==> src/rtl/card_dealer.sv <==
// BlackJack card dealer: picks undealt cards from a 52-card bitmap using the free-running count.
// Define CARD_DEALER_FIXED_SEQ_EN to deal in index order 0..51 instead (i_Count ignored).
module card_dealer #(
  parameter int unsigned WIDTH     = 12,
  parameter int unsigned MAX_CARDS = 52
) (
  input  logic             clk_50M,
  input  logic             i_Reset,
  input  logic [WIDTH-1:0] i_Count,
  input  logic             i_Deal,
  input  logic             i_Shuffle,
  output logic [3:0]       o_Rank,
  output logic [1:0]       o_Suit,
  output logic [3:0]       o_Value,
  output logic             o_Valid,
  output logic             o_Busy,
  output logic             o_Empty,
  output logic [5:0]       o_Dealt
);

  localparam logic [5:0] DeckSize = 6'(MAX_CARDS);
  localparam logic [5:0] LastIdx  = 6'(MAX_CARDS - 1);

  typedef enum logic [1:0] {StIdle, StProbe, StDone} state_e;

  state_e               state_q;
  logic [5:0]           idx_q;
  logic [MAX_CARDS-1:0] used_q;

  logic [5:0] raw_idx;
  logic [5:0] start_idx;
  logic [3:0] card_rank;
  logic [1:0] card_suit;
  logic [3:0] card_value;
  logic       unused_count;

  assign unused_count = ^{1'b0, i_Count};

`ifdef CARD_DEALER_FIXED_SEQ_EN
  assign raw_idx = o_Dealt;
`else
  assign raw_idx = i_Count[5:0];
`endif

  // Fold 52..63 back onto 0..11.
  assign start_idx = (raw_idx >= DeckSize) ? raw_idx - DeckSize : raw_idx;

  always_comb begin
    card_suit = 2'd0;
    card_rank = 4'd0;
    if (idx_q >= 6'd39) begin
      card_suit = 2'd3;
      card_rank = 4'(idx_q - 6'd38);
    end else if (idx_q >= 6'd26) begin
      card_suit = 2'd2;
      card_rank = 4'(idx_q - 6'd25);
    end else if (idx_q >= 6'd13) begin
      card_suit = 2'd1;
      card_rank = 4'(idx_q - 6'd12);
    end else begin
      card_suit = 2'd0;
      card_rank = 4'(idx_q + 6'd1);
    end
    card_value = (card_rank > 4'd10) ? 4'd10 : card_rank;
  end

  always_ff @(posedge clk_50M or negedge i_Reset) begin
    if (!i_Reset) begin
      state_q <= StIdle;
      idx_q   <= '0;
      used_q  <= '0;
      o_Rank  <= '0;
      o_Suit  <= '0;
      o_Value <= '0;
      o_Valid <= 1'b0;
      o_Busy  <= 1'b0;
      o_Empty <= 1'b0;
      o_Dealt <= '0;
    end else if (i_Shuffle) begin
      // Card outputs deliberately keep their last value across a shuffle.
      state_q <= StIdle;
      used_q  <= '0;
      o_Valid <= 1'b0;
      o_Busy  <= 1'b0;
      o_Empty <= 1'b0;
      o_Dealt <= '0;
    end else begin
      o_Valid <= 1'b0;
      unique case (state_q)
        StIdle: begin
          if (i_Deal && !o_Empty) begin
            idx_q   <= start_idx;
            o_Busy  <= 1'b1;
            state_q <= StProbe;
          end
        end
        StProbe: begin
          if (!used_q[idx_q]) begin
            used_q[idx_q] <= 1'b1;
            o_Dealt       <= o_Dealt + 6'd1;
            o_Empty       <= (o_Dealt + 6'd1 == DeckSize);
            o_Rank        <= card_rank;
            o_Suit        <= card_suit;
            o_Value       <= card_value;
            o_Valid       <= 1'b1;
            o_Busy        <= 1'b0;
            state_q       <= StDone;
          end else begin
            idx_q <= (idx_q == LastIdx) ? 6'd0 : idx_q + 6'd1;
          end
        end
        StDone: state_q <= StIdle;
        default: state_q <= StIdle;
      endcase
    end
  end

endmodule

==> config.mk <==
export PLATFORM = sky130hd
export DESIGN_NAME = card_dealer
export DESIGN_NICKNAME = d
export VERILOG_FILES = /design/src/rtl/card_dealer.sv
export SDC_FILE = /design/constraint.sdc
export NUM_CORES = 1
export LEC_CHECK = 0
export CAP_MARGIN = 5
export CORE_MARGIN = 1.5
export CORE_UTILIZATION = 60
export CTS_BUF_LIST = sky130_fd_sc_hd__clkbuf_4 sky130_fd_sc_hd__clkbuf_8
export CTS_CLUSTER_SIZE = 20
export DETAILED_ROUTE_END_ITERATION = 8
export PLACE_DENSITY = 0.82
export SETUP_SLACK_MARGIN = 0.05
export SLEW_MARGIN = 10
export SYNTH_ARGS = -nofsm -noshare
export SYNTH_HDL_FRONTEND = slang
export SYNTH_SLANG_ARGS = --single-unit
export TNS_END_PERCENT = 10
==> constraint.sdc <==
create_clock -name clk_50M -period 3.55 [get_ports clk_50M]
set_input_delay 0.71 -clock clk_50M [delete_from_list [all_inputs] [get_ports clk_50M]]
set_output_delay 0.71 -clock clk_50M [all_outputs]
set_load 0.1 [all_outputs]
==> run_results.csv <==
group,metric,value,unit
synthesis,synth_edf_count,0,
floorplan,rows,31,
synthesis,ys_types,58,
sta,period_share,89.1,%
global_route,grt_busiest_layer,"met2",
place,io_buffers,28,
floorplan,ios,35,
final_layout,seq_area,1980,sq um
global_route,use_met3,5.41,%
status,outcome,"finished, final reports clean",
sta,holdWs,0.479,ns
global_route,globalRouteMet1Util,44.2,%
global_route,grt_use_total,29.9,%
sta,setup_tns,0,ns
clocking,h-tree-depth,3,
worst_setup_path,r2r_end,"used_q[43]",
place,gp_congestion,0.985,
sta,rsz0062_at_grt,"no",
worst_setup_path,worstSetupPathType,"reg -> reg",
synthesis,syn_area_per_cell,10.1,sq um
synthesis,synth_top_family_by_area,"compound AO/OA/AOI/OAI gates",
final_layout,final_common_cell,"dfrtp_1",
worst_setup_path,worstPathRequired,3.83,ns
synthesis,synthMuxAreaShare,9.46,%
worst_setup_path,crit_arrival,3.44,ns
route,drc,0,
route,drt_iter0_drc,367,
final_layout,final_nets,495,
worst_setup_path,r2r_start,"idx_q[1]",
route,vias,3630,
clocking,clockRootBuffer,"clkbuf_8",
worst_setup_path,r2r_cells,7,
synthesis,synth_xor_xnor_area_share,0.793,%
worst_setup_path,start_kind,"flip-flop",
worst_setup_path,path_max_fanout,10,
clocking,post-cts-setup-buffer-count,0,
synthesis,synth-seq-cells,79,
synthesis,synthArstFlopShare,100,%
place,post-dp-hpwl,7.62,mm
synthesis,synth_compound_area_share,21.4,%
global_route,grt_pass1_wl,17.5,mm
final_layout,fill_cells,534,
job,drv_cap,0,
clocking,cts.sinks,79,
sta,finClkSkew,0.0176,ns
route,ant_nets,0,
floorplan,initial_core_util,61.5,%
global_route,grt_use_met2,44.5,%
sta,period_minus_slack,3.16,ns
global_route,grt_pass1_vias,3404,
synthesis,ys_seq_area_share,44.8,%
synthesis,syn_area,4420,sq um
sta,setup_viol,0,
worst_hold_path,min_path_type,"in -> async",
synthesis,synth-simple-area-share,14.8,%
sta,slew_headroom,35.1,%
clocking,clock_latency,0.36,ns
route,drt-total-wl,10.9,mm
synthesis,synth_flop_cell,"dfrtp_1",
clocking,clock_tree.buffer_depth,2,
final_layout,layout_common_cells,"dfrtp_1 (79), nor2_1 (43), nand2_1 (29)",
route,viasPerCell,6.41,
place,place_inst,551,
clocking,cts_made_buffers,9,
floorplan,fp.dieH,88.8,um
final_layout,diodes,0,
power,peakVddDrop,580,uV
synthesis,yosys.area_share.adder,4.53,%
clocking,clk_pin_slew,0.10,ns
global_route,antenna_found_initial,0,
clocking,cts_tree,"yes",
worst_setup_path,reg2reg_slack,0.39,ns
power,p_per_area,816,nW/um^2
synthesis,synth.largest_area_cell,"dfrtp_1",
global_route,grt_max_degree,80,
final_layout,multi_input_area,2250,sq um
clocking,cts_resized,0,
final_layout,final_cells,566,
synthesis,yosysTopAreaCellShare,44.8,%
sta,finalHoldViolCount,0,
clocking,cts_hold_buf,0,
worst_setup_path,end_kind,"flip-flop",
route,wl_per_cell,19.3,um
sta,slew_violations,0,
final_layout,area_growth,13.3,%
route,dr.pass1.iters,5,
synthesis,synth.top_cells.by_area,"dfrtp_1 (45%), ha_1 (4.5%), mux2i_1 (3.9%)",
sta,fmax,316,MHz
final_layout,fin_util,69.7,%
synthesis,synth_fp_nets,468,
global_route,grt_overflow,0,
sta,tightest_slew,0.970,ns
floorplan,die_w,88.8,um
synthesis,syn_inst,436,
floorplan,core,7180,sq um
final_layout,drive_above_1_share,13.3,%
power,cellLeakagePower,2.16,nW
floorplan,die_area,7880,sq um
synthesis,yosysWarnings,0,
Yosys cell counts (5+ instances only):
master,instances
inv_1,13
nand3_1,15
ha_1,16
mux2_2,11
nor2b_1,13
o2bb2ai_1,18
a31oi_1,13
nand2_1,29
nor3_1,5
mux2i_1,17
clkbuf_1,19
buf_2,5
a21oi_1,28
o2bb2ai_2,8
nand4_1,6
o21ai_0,11
nor2_1,43
mux4_2,5
dfrtp_1,79
area by class of cell:
class | count | share of cell area, %
clock inverters | 6 | 1.40
flip-flops and latches | 79 | 39.5
repair buffers | 44 | 7.96
well taps | 99 | 2.48
inverters | 15 | 1.13
clock buffers | 9 | 2.48
multi-input cells | 314 | 45.0
per-layer routing:
| metal | vias to the layer above | wire [um] |
|---|---|---|
| met5 | - | 0 |
| li1 | 1674 | - |
| met1 | 1774 | 4970 |
| met2 | 159 | 5060 |
| met3 | 23 | 686 |
| met4 | 0 | 225 |
power by group:
| group | internal, W | switching [W] | total (W) | leakage [nW] |
|---|---|---|---|---|
| sequential | 0.00102 | 0.000197 | 0.00122 | 1.07 |
| clock | 0.000326 | 0.000350 | 0.000676 | 0.0883 |
| combinational | 0.000700 | 0.00149 | 0.00219 | 0.995 |
| total | 0.00205 | 0.00203 | 0.00408 | 2.16 |
registers in the layout, summed over array words and instances (netlist names):
signal	cells
o_Empty	1
o_Busy	1
o_Suit	2
state_q	2
o_Value	4
o_Valid	1
used_q	52
o_Rank	4
idx_q	6
o_Dealt	6
per-stage QoR:
| stage | instance area [sq um] | worst slack [ns] | power, W |
|---|---|---|---|
| CTS | 5000 | 0.423 | 0.00404 |
| floorplan | 4420 | 0.752 | 0.00276 |
| global placement | 4810 | 0.480 | 0.00333 |
| finish | 5000 | 0.385 | 0.00408 |
| detailed placement | 4810 | 0.450 | 0.00338 |
| global route | 5000 | 0.222 | 0.00428 |
worst max path at each step:
stage	from	endpoint	slack, ns	cells after the start
CTS	idx_q[1]	used_q[43]	0.42	7
finish	idx_q[1]	used_q[43]	0.39	7
detailed placement	idx_q[1]	used_q[43]	0.45	7
global placement	idx_q[1]	used_q[46]	0.48	7
global route	idx_q[1]	used_q[43]	0.22	7
floorplan	idx_q[1]	o_Value[2]	0.75	10
critical path: stages (launching register included):
cell and delay [ns]:
dfrtp_1 0.66, buf_4 0.29, mux4_2 0.52, mux2i_1 0.18, nor3_1 0.08, or3_1 0.47
or4_4 0.69, o2bb2ai_2 0.18
kinds of logic after synthesis:
logic type / count (synthesis)
and+or+nand+nor: 135
AOI/OAI and AO/OA: 125
DFF: 79
buffers and inverters: 43
muxes: 34
adders and majority gates: 16
xor gates and xnor gates: 4
(Power assumes the default switching activity.)
